[src/rtl/stim_pkg.sv]
// stim_pkg: shared types and idle constants for the stimulus player
package stim_pkg;
  localparam int SW_W_D = 10;
  localparam int KEY_W_D = 4;
  localparam int DLY_W_D = 8;
  localparam logic [SW_W_D-1:0] SW_IDLE = '0;
  localparam logic [KEY_W_D-1:0] KEY_IDLE_D = '1;
  typedef struct packed {
    logic [SW_W_D-1:0] sw;
    logic [KEY_W_D-1:0] key;
    logic [DLY_W_D-1:0] dly;
  } stim_entry_t;
  typedef enum logic [1:0] {IDLE, PLAY, FINISH} stim_state_t;
endpackage

[src/rtl/tick_prescaler.sv]
// tick_prescaler: one-cycle tick every TICK_DIV enabled cycles, restartable by clear
module tick_prescaler #(
  parameter int TICK_DIV = 25_000_000
) (
  input  logic clk,
  input  logic clear,
  input  logic enable,
  output logic tick
);
  localparam int CW = TICK_DIV > 1 ? $clog2(TICK_DIV) : 1;
  logic [CW-1:0] cnt;
  assign tick = enable && cnt == CW'(TICK_DIV - 1);
  always_ff @(posedge clk)
    if (clear || tick) cnt <= '0;
    else if (enable) cnt <= cnt + CW'(1);
endmodule

[src/rtl/stimulus_player.sv]
// stimulus_player: replays a scripted SW/KEY sequence, holding each entry for a tick-based delay
module stimulus_player
  import stim_pkg::*;
#(
  parameter int SW_W = 10,
  parameter int KEY_W = 4,
  parameter int DEPTH = 16,
  parameter int DLY_W = 8,
  parameter int TICK_DIV = 25_000_000,
  parameter logic [KEY_W-1:0] KEY_IDLE = {KEY_W{1'b1}},
  localparam int AW = DEPTH > 1 ? $clog2(DEPTH) : 1
) (
  input  logic CLOCK_50,
  input  logic resetn,
  input  logic start,
  input  logic stop,
  input  logic loop_en,
  input  logic [AW:0] len,
  input  logic wr_en,
  input  logic [AW-1:0] wr_addr,
  input  logic [SW_W-1:0] wr_sw,
  input  logic [KEY_W-1:0] wr_key,
  input  logic [DLY_W-1:0] wr_dly,
  output logic [SW_W-1:0] sw_out,
  output logic [KEY_W-1:0] key_out,
  output logic busy,
  output logic done,
  output logic [AW-1:0] step_idx
);
  typedef struct packed {
    logic [SW_W-1:0] sw;
    logic [KEY_W-1:0] key;
    logic [DLY_W-1:0] dly;
  } entry_t;
  entry_t mem [DEPTH];
  stim_state_t state, nstate;
  logic [AW-1:0] idx, nidx;
  logic [AW:0] len_q, len_eff;
  logic [DLY_W-1:0] dcnt;
  logic tick, go, last, expire, load;
  assign len_eff = len > (AW+1)'(DEPTH) ? (AW+1)'(DEPTH) : len;
  assign go = start && !stop;
  assign last = {1'b0, idx} + (AW+1)'(1) >= len_q;
  assign expire = state == PLAY && (dcnt == '0 || (tick && dcnt == DLY_W'(1)));
  tick_prescaler #(.TICK_DIV(TICK_DIV)) u_pre (
    .clk(CLOCK_50),
    .clear(!resetn || state != PLAY || expire),
    .enable(state == PLAY),
    .tick(tick)
  );
  always_ff @(posedge CLOCK_50)
    if (wr_en && state == IDLE) mem[wr_addr] <= '{wr_sw, wr_key, wr_dly};
  always_comb begin
    nstate = state;
    nidx = idx;
    load = 1'b0;
    if (state == IDLE) begin
      if (go) begin
        nstate = len_eff == '0 ? FINISH : PLAY;
        nidx = '0;
        load = len_eff != '0;
      end
    end else if (stop || state == FINISH) nstate = IDLE;
    else if (expire) begin
      nstate = last && !loop_en ? FINISH : PLAY;
      nidx = last ? '0 : idx + AW'(1);
      load = !last || loop_en;
    end
  end
  always_ff @(posedge CLOCK_50)
    if (!resetn) begin
      state <= IDLE;
      idx <= '0;
      dcnt <= '0;
      len_q <= '0;
      sw_out <= '0;
      key_out <= KEY_IDLE;
      busy <= 1'b0;
      done <= 1'b0;
      step_idx <= '0;
    end else begin
      state <= nstate;
      idx <= nidx;
      dcnt <= load ? mem[nidx].dly : (tick && dcnt != '0) ? dcnt - DLY_W'(1) : dcnt;
      if (state == IDLE && go) len_q <= len_eff;
      sw_out <= nstate == PLAY ? mem[nidx].sw : '0;
      key_out <= nstate == PLAY ? mem[nidx].key : KEY_IDLE;
      busy <= nstate == PLAY;
      done <= nstate == FINISH;
      step_idx <= nstate == PLAY ? nidx : '0;
    end
endmodule

[config.mk]
export PLATFORM = sky130hd
export DESIGN_NAME = stimulus_player
export DESIGN_NICKNAME = d
export VERILOG_FILES = /design/src/rtl/stim_pkg.sv /design/src/rtl/tick_prescaler.sv /design/src/rtl/stimulus_player.sv
export SDC_FILE = /design/constraint.sdc
export NUM_CORES = 1
export LEC_CHECK = 0
export ABC_AREA = 1
export CORE_MARGIN = 5
export CORE_UTILIZATION = 50
export DETAILED_ROUTE_END_ITERATION = 10
export PLACE_DENSITY = 0.79
export SETUP_SLACK_MARGIN = 0.15
export SKIP_CTS_REPAIR_TIMING = 1
export SLEW_MARGIN = 20
export SYNTH_ARGS = -nofsm -noshare
export SYNTH_HDL_FRONTEND = slang
export SYNTH_HIERARCHICAL = 1
export SYNTH_SLANG_ARGS = --single-unit
[constraint.sdc]
create_clock -name CLOCK_50 -period 4.78 [get_ports CLOCK_50]
set_clock_uncertainty 0.05 [all_clocks]
set_input_delay 0.717 -clock CLOCK_50 [delete_from_list [all_inputs] [get_ports CLOCK_50]]
set_output_delay 0.717 -clock CLOCK_50 [all_outputs]
set_load 0.05 [all_outputs]
## Word level (Yosys, flattened, before mapping)

Memories as Yosys holds them, arrays and structs flattened.
Cells that the tools add are included.

- Flip-flop bits (word level): 64
- Bits in writable memories: 352
- Input bits: 37
- Output and inout port bits: 20
- Word-level logic and storage cells: 69
- Memories kept: 1

Memories:

| name | depth | width | rd ports | clocked after Yosys merged registers in | wr ports | RTL line | source |
|---|---|---|---|---|---|---|---|
| mem | 16 | 22 | 1 | 0 | 1 | stimulus_player.sv:35 | `entry_t mem [DEPTH];` |

- Add/sub/neg operators: 4
- Order comparisons: 2
- Equal/unequal tests: 7
- Multiplexer cells: 20
- Reductions and logical operators: 25

Operators by type and width:

| operator | number |
|---|---|
| 25-bit by 1-bit adder with 25-bit output, second input constant | 1 |
| 25-bit == test, second input constant | 1 |
| 4-bit two-way mux | 5 |
| 8-bit two-way mux | 2 |
| 2-bit two-way mux | 6 |
| 8-bit by 1-bit == test with 1-bit output, second input constant | 1 |
| 1-bit logical AND | 8 |
| 8-bit zero test | 1 |
| 8-bit nonzero test | 1 |
| 8-bit by 1-bit subtractor with 8-bit output, second input constant | 1 |
| 1-bit logical OR | 6 |
| 1-bit two-way mux | 6 |
| 4-bit by 1-bit adder with 5-bit output, second input constant | 1 |
| 5-bit >= comparator | 1 |
| 5-bit greater-than comparator, second input constant | 1 |
| 5-bit zero test | 1 |
| 5-bit two-way mux | 1 |
| 5-bit nonzero test | 1 |
| 4-bit by 1-bit adder with 4-bit output, second input constant | 1 |
| 2-bit by 1-bit == test with 1-bit output, second input constant | 2 |
| 2-bit == test, second input constant | 2 |
| 1-bit zero test | 4 |
| 2-bit zero test | 1 |
| 2-bit by 1-bit != test with 1-bit output, second input constant | 1 |
| 2 further kinds | 2 |

## Logic depth before layout (Yosys ltp)

Gate-level depths: netlist of the first run.

- Word-level depth: 10
- Gate-level depth with buffers: 26
- Gate-level depth less buffers: 24

## Cells and area by module

The synthesis of the first run kept the hierarchy.

Modules (own cells, without submodules):

| module | times used | cells each | area each (um^2) | seq. area each (um^2) |
|---|---|---|---|---|
| stimulus_player | 1 | 1344 | 15935.3 | 11350.9 |
| tick_prescaler | 1 | 215 | 1407.6 | 500.5 |

## Worst setup path after synthesis of the first run

Ideal clock, no wire load.

- Kind: register to register
- Start: register state[0]
- End: register sw_out[1] (read register of mem)
- Setup time: 0.113 ns
- Arrival time: 2.570 ns
- Data required time: 4.617 ns
- Slack: 2.047 ns
- Stages on the path, launching flop included: 22
- Path buffers: 4
- Clock period less this slack: 2.733 ns
- Cell sequence: dfxtp_1 -> nand2_1 -> inv_1 -> buf_4 -> nand2_1 -> nor2_1 -> nand3_2 -> nor2_1 -> nand2_1 -> inv_1 -> nand2_1 -> nand2_1 -> nand3_4 -> o21bai_4 -> nand2_2 -> buf_6 -> buf_4 -> buf_2 -> nor2_1 -> o221ai_1 -> nand3_1 -> nand2_1

- Cells in the longest elaborated chain, start to end: 10
- Elaborated cells on any way between the ends: 18
- Those cells by class: eq/ne (3); mux (7); reduce/logical (7); memory (1)

Ends and longest elaborated chain:

| item | RTL line | source |
|---|---|---|
| start, declared | stimulus_player.sv:36 | `stim_state_t state, nstate;` |
| start signal, assigned | stimulus_player.sv:82 | `state <= nstate;` |
| 2-bit by 1-bit == test with 1-bit output * | stimulus_player.sv:48 | `.enable(state == PLAY),` |
| 1-bit logical AND * | tick_prescaler.sv:12 | `assign tick = enable && cnt == CW'(TICK_DIV - 1);` |
| via tick | stimulus_player.sv:40 | `logic tick, go, last, expire, load;` |
| 1-bit logical AND * | stimulus_player.sv:44 | `assign expire = state == PLAY && (dcnt == '0 \|\| (tick && dcnt == DLY_W'(1)));` |
| 1-bit logical OR * | stimulus_player.sv:44 |  |
| 1-bit logical AND * | stimulus_player.sv:44 |  |
| parallel branches: the longest is 5 deep, another holds memory 16 x 22 bit | n/a |  |
| end, declared | stimulus_player.sv:24 | `output logic [SW_W-1:0] sw_out,` |

Mark *: on every way through the listed nets, which the timed path passes.
A chain may end at the register's enable or synchronous reset.

## Worst setup path in the final report of the first run

- Start: register state[0]
- End: register dcnt[7]

- Cells in the longest elaborated chain, start to end: 10
- Elaborated cells on any way between the ends: 18
- Those cells by class: eq/ne (2); mux (7); reduce/logical (8); memory (1)

Ends and longest elaborated chain:

| item | RTL line | source |
|---|---|---|
| 2-bit by 1-bit == test with 1-bit output * | stimulus_player.sv:48 |  |
| 1-bit logical AND * | tick_prescaler.sv:12 |  |
| via tick | stimulus_player.sv:40 |  |
| 1-bit logical AND | stimulus_player.sv:44 |  |
| 1-bit logical OR | stimulus_player.sv:44 |  |
| 1-bit logical AND | stimulus_player.sv:44 |  |
| 4-bit two-way mux | stimulus_player.sv:64 | `else if (expire) begin` |
| 4-bit two-way mux | stimulus_player.sv:63 | `end else if (stop \|\| state == FINISH) nstate = IDLE;` |
| 4-bit two-way mux | stimulus_player.sv:57 | `if (state == IDLE) begin` |
| memory 16 x 22 bit | n/a |  |
| 8-bit two-way mux | stimulus_player.sv:84 | `dcnt <= load ? mem[nidx].dly : (tick && dcnt != '0) ? dcnt - DLY_W'(1) : dcnt;` |
| end signal, assigned | stimulus_player.sv:84 |  |
| end, declared | stimulus_player.sv:39 | `logic [DLY_W-1:0] dcnt;` |

Mark *: on every way through the listed nets, which the timed path passes. The rest lies on a longest branch.

==> impl_metrics.toml, run 1 <==
[status]
outcome = "completed"

[sta]
post-route-period-util_pct = 83.4
maxSlewHeadroom_pct = 28.7
clock.fmax_mhz = 251
rsz0062_at_grt = "no"
tns_ns = 0
hold_violations = 0
report.final.slew_viol_count = 0
setup_viol = 0
worst_slew_pin_slew_ns = 1.07
fin_hold_ws_ns = 0.423
period_needed_ns = 3.99

[detailed_routing]
drc = 0
first_iter_violations = 1139
vias = 11829
vias_per_cell = 5.62
firstDrtPassIters = 5
wl_per_cell_um = 19.1
totalWireLength_um = 40300
ant_nets = 0

[clocking]
path_clk_slew_ns = 0.06
numCtsBuffers = 42
numClockSinks = 416
insertion_delay_ns = 0.55
clock_path_buffers = 3
h-tree-depth = 2
cts.root.buffer_cell = "clkbuf_16"
cts_tree = "built"

[worst_setup_path]
rr_startpoint = "state[0]$_SDFF_PN0_"
r2r_cells = 23
arrival_ns = 4.44
crit_top_cell = "nand2_1"
setup.worst_path.end_class = "register"
crit_required_ns = 5.23
crit_chain = "nand2_1, inv_1, nand2_1, nor2_1, nand3_2, nor2_1, nand2_1, inv_1, nand2_1, nand2_1, nand3_4, nor2_2, nor2_4, nand2_8, buf_4, nor2_1, nor2_1, o21ai_0, nand3_1, nand3_1, nand3_1, nand2_1, inv_1"
crit_type = "reg2reg"
critPathSlowestCell = "buf_4"
cp_top_family = "simple AND/OR/NAND/NOR gates"
worstPathMaxFanout = 103
start_kind = "register"
setup.worst_path.start = "state[0]$_SDFF_PN0_"
worst_path_largest_cell_delay_ns = 0.80
critPathBufInv = 4
crit_cells = 23

[final_layout]
antenna_cells = 0
nets = 1665
nFillCells = 2675
area_growth_pct = 14.4
drive_above_1_share_pct = 8.84

[grt]
grtUsageTotal_pct = 20.7
grt_start_max_net_pins = 104
grt_pass1_vias = 11640
grt.overflow.total = 0
grt_pass1_wl_um = 63000
grt_antenna_before_repair = 0

[hold_path]
hold_path.startpoint = "len_q[1]$_SDFFE_PN0P_"
hold_depth = 2
hp-class = "reg2reg"

[die]
fp.dieArea_mm2 = 0.0385
die_h_um = 196
rows = 68
dieWidth_um = 196
core_region_area_mm2 = 0.0344
initial_core_util_pct = 50.5
io_pins = 57

[synthesis]
synth-seq-cells = 416
synth_area_mm2 = 0.0173
postSynthCellCount = 1559
synth.yosys.seq_area_share_pct = 68.3
synth_fp_nets = 1605
yosysUniqueCellTypes = 40
avgSynthCellArea_um2 = 11.1
yosys_warnings = 6

[pwr]
p_per_area_mw_per_mm2 = 381
seq_power_share_pct = 52.9
power.internal_mw = 5.99
power_switching_mw = 1.57
power.share.clock_pct = 43.7
power_mw = 7.56
pwr-share-comb_pct = 3.4
p_leak_nw = 7.12
p_sw_share_pct = 20.7
ir_drop_uv = 369

[placed_design]
io_buffers = 56
dpl.hpwl_um = 23100
gp_congestion = 0.832

[flow_run]
drv_cap = 0
-- logic make-up (layout without fill, tap and decap cells) --
logic type,after synthesis,in the layout,synth area share [%]
compound gates,189,189,6.87
xor+xnor,17,17,0.859
fa+ha+maj,9,9,0.649
buf+inv,214,306,5.27
flops,416,416,68.3
simple gates,714,714,18.0
-- power groups by stage --
stage | clock network, mW | logic (mW) | registers [mW]
after floorplan | 0 | 0.116 | 4.08
after global placement | 0 | 0.248 | 4.07
after detailed placement | 0 | 0.257 | 4.07
after CTS | 3.34 | 0.258 | 4.00
after global routing | 3.51 | 0.282 | 4.00
final | 3.31 | 0.259 | 4.00
-- cell type report --
cell class | instances | area (um2) | area share (%)
flip-flops and latches | 416 | 11900 | 59.7
clock buffers | 54 | 1160 | 5.83
repair buffers | 89 | 858 | 4.33
well taps | 455 | 569 | 2.87
clock inverters | 22 | 235 | 1.19
inverters | 141 | 531 | 2.67
multi-input cells | 929 | 4640 | 23.4
-- through the flow --
step / cells / setup slack, ns / utilization (%) / area [um2]
floorplan: 1559 / 2.05 / - / 17300
global placement: 2030 / 0.948 / 53.7 / 18400
detailed placement: 2030 / 0.880 / 53.7 / 18400
CTS: 2106 / 0.821 / 57.7 / 19800
global route: 2106 / 0.419 / 57.7 / 19800
finish: 2106 / 0.794 / 57.7 / 19800
-- flip-flops by register name, summed over array words and instances (netlist names) --
register and cells:
state 2, idx 4, done 1, dcnt 8
sw_out 10, key_out 4, len_q 5, mem 352
busy 1, u_pre/cnt 25, step_idx 4
-- layer usage --
layer	up-vias	routed length, um	global-route usage [%]
met5	-	0	0
met4	0	1160	7.16
met3	89	3870	3.80
met2	603	19800	35.1
met1	5618	15400	27.1
li1	5519	-	-
-- cell usage after synthesis, drive strengths merged --
cell type	number	area share, %
a22oi	2	0.087
nor3	5	0.14
a21boi	1	0.043
o21ai	99	2.9
a211oi	2	0.087
nand2	259	5.7
inv	139	3.0
dfxtp	64	7.4
nand4	7	0.25
buf	54	1.8
nor2	226	5.3
xor2	9	0.45
ha	9	0.65
o211ai	37	1.6
or2	6	0.22
o221ai	20	1.0
xnor2	8	0.40
a21oi	23	0.84
clkbuf	19	0.41
a31oi	2	0.072
edfxtp	352	61
o21bai	2	0.22
nand3b	16	0.69
clkinv	2	0.043
nand3	195	5.8
o22ai	1	0.036
-- worst paths after layout --
path	to	slack, ns
max	dcnt[7]$_SDFFE_PN0P_	0.79
min	len_q[1]$_SDFFE_PN0P_	0.42
max reg2reg	dcnt[7]$_SDFFE_PN0P_	0.79
min reg2reg	len_q[1]$_SDFFE_PN0P_	0.42
-- worst reg2reg max path, delay by kind of cell, from the launching register on --
kind / cells / cell delay, ns
AND/OR/NAND/NOR: 18 / 2.28
buffers and inverters: 4 / 1.11
flip-flops: 1 / 0.40
AO/OA/AOI/OAI: 1 / 0.11
-- cell usage in the layout (no fill, tap or decap), types with 3 or more instances in the layout --
| cell | netlist | routed |
|---|---|---|
| nand3b_1 | 16 | 16 |
| o21ai_0 | 86 | 86 |
| buf_12 | 0 | 4 |
| clkinv_2 | 0 | 7 |
| clkdlybuf4s50_1 | 0 | 56 |
| inv_2 | 5 | 4 |
| nor2_1 | 214 | 198 |
| o211ai_1 | 37 | 37 |
| nor2_4 | 7 | 7 |
| ha_1 | 9 | 9 |
| nand3_2 | 3 | 3 |
| dfxtp_1 | 64 | 64 |
| nor2_2 | 5 | 21 |
| nor3_1 | 5 | 5 |
| nand2_1 | 255 | 255 |
| bufinv_16 | 0 | 4 |
| clkbuf_8 | 0 | 4 |
| buf_4 | 7 | 29 |
| a21oi_1 | 19 | 19 |
| xor2_1 | 9 | 9 |
| clkbuf_16 | 0 | 43 |
| xnor2_1 | 8 | 8 |
| inv_1 | 134 | 134 |
| clkinvlp_4 | 0 | 5 |
| nand4_1 | 7 | 7 |
| o221ai_1 | 20 | 20 |
| o21ai_1 | 12 | 12 |
| clkinv_1 | 2 | 7 |
| nand3_1 | 191 | 191 |
| clkbuf_1 | 19 | 7 |
| or2_0 | 3 | 3 |
| edfxtp_1 | 352 | 352 |
Power figures use the tool's default switching activity.
==> run 2, diff against run 1 <==
==> constraint.sdc (replaced) <==
create_clock -name CLOCK_50 -period 4.1 [get_ports CLOCK_50]
set_clock_uncertainty 0.05 [all_clocks]
set_input_delay 0.615 -clock CLOCK_50 [delete_from_list [all_inputs] [get_ports CLOCK_50]]
set_output_delay 0.615 -clock CLOCK_50 [all_outputs]
set_load 0.05 [all_outputs]
==> impl_metrics.toml, run 2 (synthesis gave the netlist of run 1 again) <==
[final_layout]
nets = 1668
fin_util_pct = 58.1
layout_common_cells = "352 x edfxtp_1, 255 x nand2_1, 198 x nor2_1"
largest_reg_flops = 352
nFillCells = 2668
final_cells = 2109
area_growth_pct = 15.1
top_regs = "mem (352), u_pre/cnt (25), sw_out (10)"
antenna_cells = 0
layout_commonest_cell = "edfxtp_1"
top_register = "mem"
drive_above_1_share_pct = 9.07

[detailed_routing]
vias_per_cell = 5.67
wl_per_cell_um = 19.5
ant_nets = 0
first_iter_violations = 1379
totalWireLength_um = 41100
vias = 11959
drc = 0
firstDrtPassIters = 6

[pwr]
pwr-share-comb_pct = 3.5
power_mw = 8.76
power_switching_mw = 1.87
power.share.clock_pct = 43.3
ir_drop_uv = 445
p_leak_nw = 7.17
seq_power_share_pct = 53.2
p_per_area_mw_per_mm2 = 439
p_sw_share_pct = 21.4
power.internal_mw = 6.89

[worst_setup_path]
worstPathMaxFanout = 69
arrival_ns = 3.97
reg2reg_slack_ns = 0.53
setup.worst_path.end_class = "register"
crit_required_ns = 4.50
start_kind = "register"
crit_type = "reg2reg"

[die]
fp.dieArea_mm2 = 0.0385
rows = 68
io_pins = 57
core_region_area_mm2 = 0.0344
dieWidth_um = 196
die_h_um = 196
initial_core_util_pct = 50.5

[clocking]
clock_path_buffers = 3
cts_tree = "built"
numClockSinks = 416
insertion_delay_ns = 0.58
cts.root.buffer_cell = "clkbuf_16"
path_clk_slew_ns = 0.06
h-tree-depth = 2
numCtsBuffers = 42

[status]
outcome = "completed"

[placed_design]
io_buffers = 56
dpl.hpwl_um = 22300
gp_congestion = 0.792
placed_cells = 2032

[grt]
grtUsageTotal_pct = 20.6
grt.overflow.total = 0
grt_pass1_vias = 11649
grt_antenna_before_repair = 0
grt_start_max_net_pins = 202
grt_pass1_wl_um = 62700

[sta]
maxSlewHeadroom_pct = 53.9
report.final.slew_viol_count = 0
post-route-period-util_pct = 87.0
clock.fmax_mhz = 280
setup_viol = 0
worst_slew_pin_slew_ns = 0.691
rsz0062_at_grt = "no"
fin_hold_ws_ns = 0.421
tns_ns = 0
period_needed_ns = 3.57
hold_violations = 0

[flow_run]
drv_cap = 0

[hold_path]
hp-class = "reg2reg"
==> run 2: cell types whose count changed in the layout (fill, tap and decap cells not counted), moves of 2 or more <==
| cell | delta |
|---|---|
| buf_4 | -4 |
| clkinv_2 | +2 |
| buf_12 | +5 |
| clkinv_4 | +2 |
| clkinv_16 | +2 |
==> run 2: cell type report <==
type	count	area (um2)	share of cell area, %
tap	455	569	2.85
inverter	141	531	2.66
timing repair buffer	92	981	4.92
multi-input combinational	929	4640	23.2
clock inverter	24	269	1.35
sequential	416	11900	59.4
clock buffer	52	1120	5.61
==> run 2: metrics by stage <==
stage                     cell area [um2]  setup slack, ns
after CTS                           19900            0.491
final                               20000            0.533
after detailed placement            18500            0.521
after global routing                20000            0.206
after floorplan                     17300             1.37
after global placement              18500            0.615
==> run 2: layer usage <==
metal  vias up  part of all wire (%)  global-route usage (%)  routed length (um)
met2       594                    48                    34.8               19900
met5         -                     0                       0                   0
met4         0                   3.2                    7.45                1300
met1      5740                    39                    27.2               16200
met3       103                   9.1                    3.49                3740
li1       5522                     -                       -                   -
==> run 2: worst paths after layout <==
check / from / end / cells after the start
setup / recovery: state[0]$_SDFF_PN0_ / sw_out[9]$_SDFF_PN0_ / 20
hold / removal: len_q[2]$_SDFFE_PN0P_ / len_q[2]$_SDFFE_PN0P_ / 2
setup reg to reg: state[0]$_SDFF_PN0_ / sw_out[9]$_SDFF_PN0_ / 20
hold reg to reg: len_q[2]$_SDFFE_PN0P_ / len_q[2]$_SDFFE_PN0P_ / 2
==> run 2: worst max-delay path: stages (launching register included) <==
cell and delay (ns):
dfxtp_1 0.39, nand2_1 0.13, inv_1 0.22, nand2_1 0.08, nor2_1 0.13, nand3_2 0.12, nor2_1 0.22, nand2_1 0.08
inv_1 0.05, nand2_1 0.04, nand2_1 0.11, nand3_4 0.13, nor2_2 0.15, nor2_4 0.14, nand2_8 0.15, clkinv_2 0.36
buf_12 0.36, o21ai_0 0.19, o221ai_1 0.13, nand3_1 0.14, nand2_1 0.11
==> run 2: power groups by stage <==
stage,Sequential (mW),Clock [mW],Combinational [mW]
after floorplan,4.76,0,0.135
after detailed placement,4.75,0,0.302
after CTS,4.66,3.83,0.305
after global placement,4.74,0,0.294
final,4.66,3.79,0.309
after global routing,4.66,4.02,0.333
